File: src/rtl/prog_loader.sv
`default_nettype none
// +----------------------------------------------------------------------------+
// | prog_loader: streams words into instruction memory, then releases exec.    |
// | Optional feature macro: PROG_LOADER_CSUM_EN (trailing checksum word check) |
// | Revision: 1.0                                                              |
// +----------------------------------------------------------------------------+
module prog_loader #(
  parameter int DATA_W     = 32,
  parameter int ADDR_W     = 9,
  parameter int DEPTH      = 512,
  parameter int SETTLE_CYC = 2
) (
  input  logic              clk,
  input  logic              rst,
  input  logic              load_start,
  input  logic [ADDR_W-1:0] base_addr,
  input  logic              in_valid,
  input  logic [DATA_W-1:0] in_data,
  input  logic              in_last,
  output logic              in_ready,
  output logic [ADDR_W-1:0] a,
  output logic [DATA_W-1:0] d,
  output logic              we,
  output logic              exec,
  output logic              busy,
  output logic              err,
  output logic [ADDR_W:0]   word_cnt
`ifdef PROG_LOADER_CSUM_EN
  ,
  output logic              csum_bad
`endif
);

  localparam logic [2:0] c_IDLE   = 3'd0;
  localparam logic [2:0] c_LOAD   = 3'd1;
  localparam logic [2:0] c_SETTLE = 3'd2;
  localparam logic [2:0] c_RUN    = 3'd3;
  localparam logic [2:0] c_ERR    = 3'd4;
`ifdef PROG_LOADER_CSUM_EN
  localparam logic [2:0] c_CSUM   = 3'd5;
`endif

  localparam int              c_SW    = (SETTLE_CYC < 2) ? 1 : $clog2(SETTLE_CYC + 1);
  localparam logic [c_SW-1:0] c_SETTLE_CNT = c_SW'(SETTLE_CYC);
  localparam logic [ADDR_W:0] c_DEPTH = (ADDR_W + 1)'(DEPTH);

  logic [2:0]        r_state;
  logic [ADDR_W-1:0] r_ptr;
  logic [ADDR_W:0]   r_cnt;
  logic [c_SW-1:0]   r_settle;
  logic [ADDR_W-1:0] r_a;
  logic [DATA_W-1:0] r_d;
  logic              r_we;
  logic              r_exec;
  logic              r_ready;
  logic              r_busy;
  logic              r_err;
`ifdef PROG_LOADER_CSUM_EN
  logic [DATA_W-1:0] r_sum;
  logic              r_csum_bad;
`endif

  logic              w_xfer;
  logic [ADDR_W:0]   w_cnt_inc;

  assign w_xfer    = in_valid & r_ready;
  assign w_cnt_inc = r_cnt + 1'b1;

  always_ff @(posedge clk) begin
    if (!rst) begin
      r_state  <= c_IDLE;
      r_ptr    <= '0;
      r_cnt    <= '0;
      r_settle <= '0;
      r_a      <= '0;
      r_d      <= '0;
      r_we     <= 1'b0;
      r_exec   <= 1'b0;
      r_ready  <= 1'b0;
      r_busy   <= 1'b0;
      r_err    <= 1'b0;
`ifdef PROG_LOADER_CSUM_EN
      r_sum      <= '0;
      r_csum_bad <= 1'b0;
`endif
    end else begin
      r_we <= 1'b0;
      case (r_state)
        c_IDLE, c_RUN, c_ERR: begin
          if (load_start) begin
            r_state <= c_LOAD;
            r_ptr   <= base_addr;
            r_cnt   <= '0;
            r_err   <= 1'b0;
            r_exec  <= 1'b0;
            r_ready <= (c_DEPTH != '0);
            r_busy  <= 1'b1;
`ifdef PROG_LOADER_CSUM_EN
            r_sum      <= '0;
            r_csum_bad <= 1'b0;
`endif
          end
        end
        c_LOAD: begin
          if (w_xfer) begin
            r_a   <= r_ptr;
            r_d   <= in_data;
            r_we  <= 1'b1;
            r_ptr <= r_ptr + 1'b1;
            r_cnt <= w_cnt_inc;
`ifdef PROG_LOADER_CSUM_EN
            r_sum <= r_sum + in_data;
            if (in_last) begin
              // ready stays high: the checksum word follows immediately
              r_state <= c_CSUM;
              r_ready <= 1'b1;
            end else begin
              r_ready <= (w_cnt_inc < c_DEPTH);
            end
`else
            if (in_last) begin
              r_state  <= c_SETTLE;
              r_ready  <= 1'b0;
              r_settle <= '0;
            end else begin
              r_ready <= (w_cnt_inc < c_DEPTH);
            end
`endif
          end else if (in_valid && (r_cnt == c_DEPTH)) begin
            r_state <= c_ERR;
            r_err   <= 1'b1;
            r_busy  <= 1'b0;
            r_ready <= 1'b0;
          end
        end
        c_SETTLE: begin
          // r_settle==N on the edge closing the N-th idle cycle after the last write
          if (r_settle == c_SETTLE_CNT) begin
            r_state <= c_RUN;
            r_exec  <= 1'b1;
            r_busy  <= 1'b0;
          end else begin
            r_settle <= r_settle + 1'b1;
          end
        end
`ifdef PROG_LOADER_CSUM_EN
        c_CSUM: begin
          if (w_xfer) begin
            r_ready <= 1'b0;
            if (in_data == r_sum) begin
              r_state  <= c_SETTLE;
              r_settle <= '0;
            end else begin
              r_state    <= c_ERR;
              r_err      <= 1'b1;
              r_csum_bad <= 1'b1;
              r_busy     <= 1'b0;
            end
          end
        end
`endif
        default: r_state <= c_IDLE;
      endcase
    end
  end

  assign in_ready = r_ready;
  assign a        = r_a;
  assign d        = r_d;
  assign we       = r_we;
  assign exec     = r_exec;
  assign busy     = r_busy;
  assign err      = r_err;
  assign word_cnt = r_cnt;
`ifdef PROG_LOADER_CSUM_EN
  assign csum_bad = r_csum_bad;
`endif

endmodule
`default_nettype wire

File: config.mk
export PLATFORM = sky130hd
export DESIGN_NAME = prog_loader
export DESIGN_NICKNAME = d
export VERILOG_FILES = /design/src/rtl/prog_loader.sv
export SDC_FILE = /design/constraint.sdc
export NUM_CORES = 1
export LEC_CHECK = 0
export BUFFER_PORTS_ARGS = -buffer_cell sky130_fd_sc_hd__buf_2
export CAP_MARGIN = 20
export CORE_MARGIN = 2
export CORE_UTILIZATION = 55
export DETAILED_ROUTE_END_ITERATION = 12
export GPL_TIMING_DRIVEN = 0
export HOLD_SLACK_MARGIN = 0.05
export PLACE_DENSITY_LB_ADDON = 0.25
export REMOVE_ABC_BUFFERS = 1
export SLEW_MARGIN = 20
export SYNTH_ARGS = -nofsm -noshare
export SYNTH_HDL_FRONTEND = slang
export SYNTH_SLANG_ARGS = --single-unit
File: constraint.sdc
create_clock -name clk -period 3 [get_ports clk]
set_input_delay 0.9 -clock clk [delete_from_list [all_inputs] [get_ports clk]]
set_output_delay 0.9 -clock clk [all_outputs]
set_load 0.01 [all_outputs]
==> impl_metrics.tcl, run 1 <==
set metrics [dict create \
    status "complete, no violations" \
    p_seq_frac 0.489 \
    cp_max_fo 44 \
    synthTopCellsByCount "106 x nand2_1, 70 x dfxtp_1, 62 x a21oi_1" \
    synth_top_area_frac 0.4321 \
    min_path_type "flip-flop to flip-flop" \
    fillers 489 \
    rsz0062_at_grt "no" \
    ir_worst_vdd_uv 278.0 \
    final_hold_viol_count 0 \
    p_total_w 0.002079 \
    dp_hpwl_mm 5.323 \
    p_sw_frac 0.2883 \
    multi_input_area_um2 1687 \
    setup_viol 0 \
    port-buffer-count 101 \
    vias 3256 \
    startpoint_type "flip-flop" \
    syn_inst 406 \
    setup_slack_ns 0.2114 \
    ys_async_sr_fraction 0 \
    synth_area_um2 3243 \
    core_area_um2 5608 \
    drt_iter0_drc 200 \
    grt_first_pass_wirelength_mm 12.77 \
    critical_path_class "flip-flop to flip-flop" \
    hold_start "d[1]" \
    htree_levels 3 \
    synth_edf_count 0 \
    holdWs_ns 0.4529 \
    final_nets 539 \
    synth_warnings 0 \
    cp-end-kind "flip-flop" \
    route.antenna.remaining_nets 0 \
    drt_wl_total_mm 8.245 \
    power_density_nw_per_um2 534.3 \
    clock_sinks 70 \
    worst_pin_slew_ns 1.071 \
    yosysMostFrequentCell "nand2_1" \
    drtPass1Iterations 5 \
    clkSlewWorstSetupHoldPaths_ns 0.08 \
    cts_root_buf "clkbuf_8" \
    rows 27 \
    dp_slack_ns 0.2267 \
    initial_utilization 0.5783 \
    startpoint "r_state[0]" \
    design_area_um2 3891 \
    clockPowerShare 0.353 \
    area_delta_synth_final_pct 19.98 \
    die_area_um2 6527 \
    cap_viol_max_count 0 \
    synth_area_leaders "dfxtp_1 43%, nand2_1 12%, a21oi_1 9.6%, mux2i_1 2.5%, nand3b_1 2.3%" \
    synth_top_cell_by_area "dfxtp_1" \
    period_share 0.9295 \
    cts.path.max_buffers 2 \
    regArea_um2 1401 \
    drc 0 \
    slew_viol_final 0 \
    fp.dieH_um 80.79 \
    grt-ovfl-total 0 \
    post_cts_resize_count 0 \
    synth_cell_type_count 56 \
    die_w_um 80.79 \
    arrival_ns 3.03 \
    wl_per_cell_um 14.59 \
    synth_flop_cell "dfxtp_1" \
    intPower_w 0.001480 \
    grt_pass1_vias 2875 \
    yosysSeqAreaShare 0.4321 \
    maxSlewHeadroom 0.2840 \
    grt_antenna_before_repair 0 \
    place_congestion 0.8470 \
    fmax_mhz 358.6 \
    viasPerCell 5.763 \
    diodes 0 \
    required_ns 3.24 \
    clk_latency_ns 0.34 \
    ys_ff_latch 70 \
    cts_tree "done" \
    io_pins 102 \
    r2r_start "r_state[0]" \
    drive_above_1_share 0.2617 \
    cellLeakagePower_nw 1.626 \
    cts_buffers 9 \
    cts_setup_buffers 0 \
    combPwrFrac 0.158 \
    p_sw_w 0.0005994 \
    final.min_clock_period_ns 2.789 \
    finClkSkew_ns 0.01003 \
    avgSynthCellArea_um2 7.988 \
    place_area_um2 3704 \
    grt_use_total 0.2511 \
    grt_max_degree 52 \
    hold_buffers 0 \
]
-- critical path, cell delays in order (launching register included) --
cell and delay [ns]:
dfxtp_1 0.58, nor3b_4 0.51, nand3_2 0.78, or3_1 0.65, a31oi_1 0.18
-- power groups by stage --
stage	Clock [W]	Combinational [W]	Sequential [W]
after floorplan	0	0.000205	0.00103
after global placement	0	0.000316	0.00103
after detailed placement	0	0.000324	0.00104
after CTS	0.000747	0.000326	0.00101
after global routing	0.000788	0.000365	0.00102
final	0.000734	0.000329	0.00102
-- state kept, by name, indices dropped and copies added (netlist names) --
| signal | flops |
|---|---|
| a | 9 |
| r_state | 3 |
| exec | 1 |
| r_settle | 2 |
| we | 1 |
| busy | 1 |
| in_ready | 1 |
| d | 32 |
| r_ptr | 9 |
| err | 1 |
| word_cnt | 10 |
-- cell usage in the layout, fill, tap and decap left out, drive strengths merged, types with 3 or more instances in the layout --
cell type,Yosys,layout
o21ai,11,11
clkinv,1,4
nor2,15,15
mux2i,8,8
and3,4,4
buf,13,101
ha,4,4
and3b,3,3
nand3b,10,10
o22ai,4,4
a32oi,3,3
o21a,5,5
and2,5,5
or3b,3,3
nand2b,4,4
inv,4,4
a21oi,62,62
nand3,13,13
nor3b,3,3
dfxtp,70,70
nand4,5,5
nand2,106,106
nor2b,4,4
clkbuf,16,9
-- layout make-up --
class | count | area share
multi-input cells | 302 | 0.4334
flip-flops and latches | 70 | 0.3601
repair buffers | 101 | 0.1299
clock buffers | 9 | 0.03183
well taps | 72 | 0.02315
clock inverters | 6 | 0.01640
inverters | 5 | 0.005145
-- stage by stage --
stage               utilization  instances  setup TNS, ns
floorplan                     -        377              0
global placement         0.6602        550         -11.47
finish                   0.6939        565              0
detailed placement       0.6604        550              0
CTS                      0.6939        565              0
global route             0.6939        565              0
-- layer usage --
metal  vias to the layer above  global-route usage  wire (um)
met4                         0              0.1288        148
li1                       1587                   -          -
met3                        12             0.05000        715
met1                      1492              0.3134       3526
met2                       165              0.4133       3854
met5                         -                   0          0
-- kinds of logic after synthesis --
| group | count (synthesis) | synth area share |
|---|---|---|
| AO/OA/AOI/OAI | 106 | 0.1999 |
| buffers and inverters | 34 | 0.04784 |
| flip-flops | 70 | 0.4321 |
| AND/OR/NAND/NOR | 183 | 0.2766 |
| adder cells (fa/ha/maj) | 4 | 0.01543 |
| multiplexers | 9 | 0.02816 |
-- path summary, 6_finish.rpt --
check / end / slack (ns) / depth (start not counted)
worst min-delay path: d[1] / 0.45 / 2
worst max register to register: word_cnt[9] / 0.21 / 4
worst min register to register: d[1] / 0.45 / 2
worst max-delay path: word_cnt[9] / 0.21 / 4
Note: power is estimated with default switching activity, not from simulation.
==> run 2, diff against run 1 <==
--- a/config.mk
+++ b/config.mk
@@ -5,12 +5,11 @@
 export SDC_FILE = /design/constraint.sdc
 export NUM_CORES = 1
 export LEC_CHECK = 0
-export BUFFER_PORTS_ARGS = -buffer_cell sky130_fd_sc_hd__buf_2
+export BUFFER_PORTS_ARGS = -buffer_cell sky130_fd_sc_hd__clkbuf_2
 export CAP_MARGIN = 20
 export CORE_MARGIN = 2
 export CORE_UTILIZATION = 55
 export DETAILED_ROUTE_END_ITERATION = 12
-export GPL_TIMING_DRIVEN = 0
 export HOLD_SLACK_MARGIN = 0.05
 export PLACE_DENSITY_LB_ADDON = 0.25
 export REMOVE_ABC_BUFFERS = 1
==> impl_metrics.tcl, run 2 (same netlist as run 1, synthesis figures left out) <==
set metrics [dict create \
    status "complete, no violations" \
    grt_use_total 0.2485 \
    fmax_mhz 441.0 \
    core_area_um2 5608 \
    drt_wl_total_mm 8.142 \
    viasPerCell 5.601 \
    slew_viol_final 0 \
    worst_pin_slew_ns 0.6358 \
    hold_buffers 0 \
    htree_levels 3 \
    final_hold_viol_count 0 \
    die_w_um 80.79 \
    startpoint_type "flip-flop" \
    grt-ovfl-total 0 \
    holdPathStages 2 \
    clk_latency_ns 0.34 \
    diodes 0 \
    setup_viol 0 \
    vias 3204 \
    rsz0062_at_grt "no" \
    grt_pass1_vias 2838 \
    required_ns 3.25 \
    power_density_nw_per_um2 554.4 \
    wl_per_cell_um 14.23 \
    drtPass1Iterations 5 \
    grt_antenna_before_repair 0 \
    fp.dieH_um 80.79 \
    layout_common_cells "106 x nand2_1, 101 x clkbuf_2, 70 x dfxtp_1" \
    final.min_clock_period_ns 2.268 \
    cts_buffers 9 \
    arrival_ns 2.52 \
    grt_max_degree 44 \
    die_area_um2 6527 \
    cp-end-kind "flip-flop" \
    maxSlewHeadroom 0.5735 \
    met1_length_mm 3.557 \
    period_share 0.7559 \
    min_path_type "flip-flop to flip-flop" \
    post_cts_resize_count 0 \
    r2r_cells 5 \
    largest_reg_flops 32 \
    initial_utilization 0.5783 \
    cts_setup_buffers 0 \
    area_delta_synth_final_pct 22.45 \
    rows 27 \
    cts_root_buf "clkbuf_8" \
    fillers 492 \
    cellLeakagePower_nw 1.635 \
    ir_worst_vdd_uv 348.6 \
    clkSlewWorstSetupHoldPaths_ns 0.08 \
    cts_tree "done" \
    finClkSkew_ns 0.009954 \
    fin_cells 572 \
    clock_sinks 70 \
    cp_max_fo 21 \
    dr_wl_met3_um 651 \
    cts.path.max_buffers 2 \
    grt_first_pass_wirelength_mm 12.76 \
    placed_cells 556 \
    drive_above_1_share 0.2680 \
    io_pins 102 \
    top_layer "met4" \
    final_nets 545 \
    drc 0 \
    route.antenna.remaining_nets 0 \
    critical_path_class "flip-flop to flip-flop" \
    fin_tns_setup_ns 0 \
    final_common_cell "nand2_1" \
    cap_viol_max_count 0 \
    dp_hpwl_mm 5.457 \
    drt_iter0_drc 182 \
    port-buffer-count 101 \
    place_congestion 0.8297 \
    wl_met2_mm 3.819 \
]
-- run 2: cell types whose count changed in the layout (fill, tap and decap cells not counted), sizes merged --
cell / previous run / this run
clkbuf: 9 / 112
bufinv: 1 / 2
buf: 101 / 6
clkinvlp: 2 / 0
-- run 2: area by class of cell --
type,count,area [um^2],area share
repair buffers,107,550.5,0.1386
clock inverters,5,82.58,0.02079
inverters,5,18.77,0.004726
well taps,72,90.09,0.02268
multi-input cells,302,1687,0.4247
flip-flops and latches,70,1401,0.3529
clock buffers,11,141.4,0.03560
-- run 2: routing by layer --
layer | vias up | global-route usage
li1 | 1596 | -
met1 | 1448 | 0.3256
met2 | 145 | 0.4117
met3 | 15 | 0.04111
met4 | 0 | 0.09831
met5 | - | 0
-- run 2: power breakdown --
part	internal, W	switching, W
clock network	0.000493	0.000359
logic	0.000138	0.000194
registers	0.000969	0.0000490
-- run 2: worst max-delay path: stages (launching register included) --
cell and delay, ns:
dfxtp_1 0.60, or3b_4 0.57, nor2_4 0.50, buf_4 0.31, nand2_1 0.08, a21oi_1 0.13
-- run 2: per-stage QoR --
stage,instance area [um^2],hold WS [ns],utilization,total power [W],setup WS (ns)
after detailed placement,3747,0.4458,0.6682,0.001364,0.6784
after global routing,3971,0.4742,0.7082,0.002296,0.5895
after CTS,3971,0.4582,0.7082,0.002208,0.7430
final,3971,0.4564,0.7082,0.002202,0.7322
after global placement,3747,0.4386,0.6682,0.001355,0.7396
after floorplan,3107,0.4453,-,0.001240,0.7813
-- run 2: path summary, 6_finish.rpt --
kind	end	slack [ns]	start
setup / recovery	d[2]	0.73	r_state[0]
hold / removal	a[8]	0.46	a[8]
setup reg to reg	d[2]	0.73	r_state[0]
hold reg to reg	a[8]	0.46	a[8]
==> run 3, diff against run 2 <==
--- a/config.mk
+++ b/config.mk
@@ -8,7 +8,7 @@
 export BUFFER_PORTS_ARGS = -buffer_cell sky130_fd_sc_hd__clkbuf_2
 export CAP_MARGIN = 20
 export CORE_MARGIN = 2
-export CORE_UTILIZATION = 55
+export CORE_UTILIZATION = 51
 export DETAILED_ROUTE_END_ITERATION = 12
 export HOLD_SLACK_MARGIN = 0.05
 export PLACE_DENSITY_LB_ADDON = 0.25
==> constraint.sdc (replaced) <==
create_clock -name clk -period 2.1 [get_ports clk]
set_input_delay 0.63 -clock clk [delete_from_list [all_inputs] [get_ports clk]]
set_output_delay 0.63 -clock clk [all_outputs]
set_load 0.01 [all_outputs]
==> impl_metrics.tcl, run 3 (same netlist as run 1, synthesis figures left out) <==
set metrics [dict create \
    status "complete, no violations" \
    rsz0062_at_grt "no" \
    fp.dieH_um 83.75 \
    final.min_clock_period_ns 1.944 \
    cts.path.max_buffers 2 \
    cp_max_fo 22 \
    clk_latency_ns 0.34 \
    die_w_um 83.75 \
    cts_tree "done" \
    p_sw_frac 0.2760 \
    placed_cells 568 \
    wl_met2_mm 3.785 \
    drc 0 \
    finClkSkew_ns 0.008506 \
    maxSlewHeadroom 0.6641 \
    viasPerCell 5.487 \
    grt-ovfl-total 0 \
    dr_wl_met3_um 646 \
    p_seq_frac 0.463 \
    cts_root_buf "clkbuf_8" \
    fillers 559 \
    slowest_delay_ns 0.58 \
    worst_pin_slew_ns 0.5031 \
    min_to "a[3]" \
    grt_max_degree 44 \
    cts_buffers 9 \
    route.antenna.remaining_nets 0 \
    required_ns 2.35 \
    min_path_type "flip-flop to flip-flop" \
    port-buffer-count 101 \
    fmax_mhz 514.3 \
    cts_setup_buffers 0 \
    ir_worst_vdd_uv 399.0 \
    vias 3199 \
    holdWs_ns 0.4531 \
    initial_utilization 0.5196 \
    dp_hpwl_mm 5.409 \
    power_density_nw_per_um2 774.4 \
    r2r_setup_slack_ns 0.16 \
    largest_reg_flops 32 \
    holdPathStages 2 \
    layout_common_cells "106 x nand2_1, 101 x clkbuf_2, 70 x dfxtp_1" \
    drt_wl_total_mm 7.911 \
    hold_buffers 0 \
    drtPass1Iterations 5 \
    drt_iter0_drc 179 \
    combPwrFrac 0.161 \
    setup_slack_ns 0.1556 \
    dp_slack_ns 0.1254 \
    io_pins 102 \
    diodes 0 \
    final_common_cell "nand2_1" \
    met1_length_mm 3.439 \
    final_nets 552 \
    clkSlewWorstSetupHoldPaths_ns 0.08 \
    place_congestion 0.8581 \
    top_layer "met4" \
    clockPowerShare 0.376 \
    p_sw_w 0.0008638 \
    htree_levels 3 \
    path_cells "or3b_4 -> nor2_4 -> buf_4 -> nand3_1 -> a31oi_1" \
    fin_tns_setup_ns 0 \
    post_cts_resize_count 0 \
    fin_cells 583 \
    grt_pass1_vias 2784 \
    final_hold_viol_count 0 \
    core_area_um2 6241 \
    cap_viol_max_count 0 \
    period_share 0.9259 \
    post-route-util 0.6476 \
    r2r_cells 5 \
    startpoint_type "flip-flop" \
    cellLeakagePower_nw 1.671 \
    area_delta_synth_final_pct 24.61 \
    intPower_w 0.002266 \
    setup_viol 0 \
    arrival_ns 2.20 \
    die_area_um2 7013 \
    grt_antenna_before_repair 0 \
    cp-end-kind "flip-flop" \
    r2r_start "r_state[0]" \
    clock_sinks 70 \
    grt_use_total 0.2235 \
    r2r_end "word_cnt[9]" \
    slew_viol_final 0 \
    grt_first_pass_wirelength_mm 12.94 \
    multi_input_area_um2 1687 \
    critical_path_class "flip-flop to flip-flop" \
    hold_start "a[3]" \
    wl_per_cell_um 13.57 \
    drive_above_1_share 0.2787 \
    cp_slowest_cell "dfxtp_1" \
    rows 29 \
    regArea_um2 1401 \
]
run 3: worst max path at each step:
stage / startpoint / to / slack, ns / cells after the start
2_1_floorplan: r_state[0] / word_cnt[9] / -0.02 / 4
3_3_place_gp: load_start / in_ready / 0.19 / 5
3_5_place_dp: in_valid / word_cnt[4] / 0.13 / 6
4_1_cts: r_state[0] / word_cnt[9] / 0.17 / 5
5_1_grt: r_state[0] / word_cnt[9] / 0.08 / 5
6_report: r_state[0] / word_cnt[9] / 0.16 / 5
run 3: layout make-up:
| class | count | area share |
|---|---|---|
| multi-input combinational | 302 | 0.4173 |
| clock inverter | 6 | 0.02136 |
| inverter | 5 | 0.004644 |
| tap | 77 | 0.02384 |
| clock buffer | 9 | 0.03065 |
| sequential | 70 | 0.3467 |
| timing repair buffer | 114 | 0.1554 |
run 3: per-stage QoR:
step	cell area [um^2]	power [W]
after floorplan	3107	0.001771
after global placement	3831	0.001963
after detailed placement	3831	0.001977
after CTS	4041	0.003152
after global routing	4041	0.003281
final	4041	0.003130
run 3: power by group through the flow:
stage	Combinational (W)	Sequential, W	Clock [W]
floorplan	0.000293	0.00148	0
global placement	0.000486	0.00148	0
detailed placement	0.000498	0.00148	0
CTS	0.000500	0.00145	0.00120
global route	0.000554	0.00146	0.00127
finish	0.000503	0.00145	0.00118
run 3: worst max-delay path, delay by kind of cell, from the launching register on:
kind | cells | cell delay (ns)
AO/OA/AOI/OAI | 1 | 0.14
buffers and inverters | 1 | 0.29
flip-flops | 1 | 0.58
AND/OR/NAND/NOR | 3 | 0.83
run 3: per-layer routing:
layer | vias to the layer above | track usage
met3 | 4 | 0.04649
met2 | 118 | 0.3600
met5 | - | 0
met1 | 1470 | 0.2944
li1 | 1607 | -
met4 | 0 | 0.08651
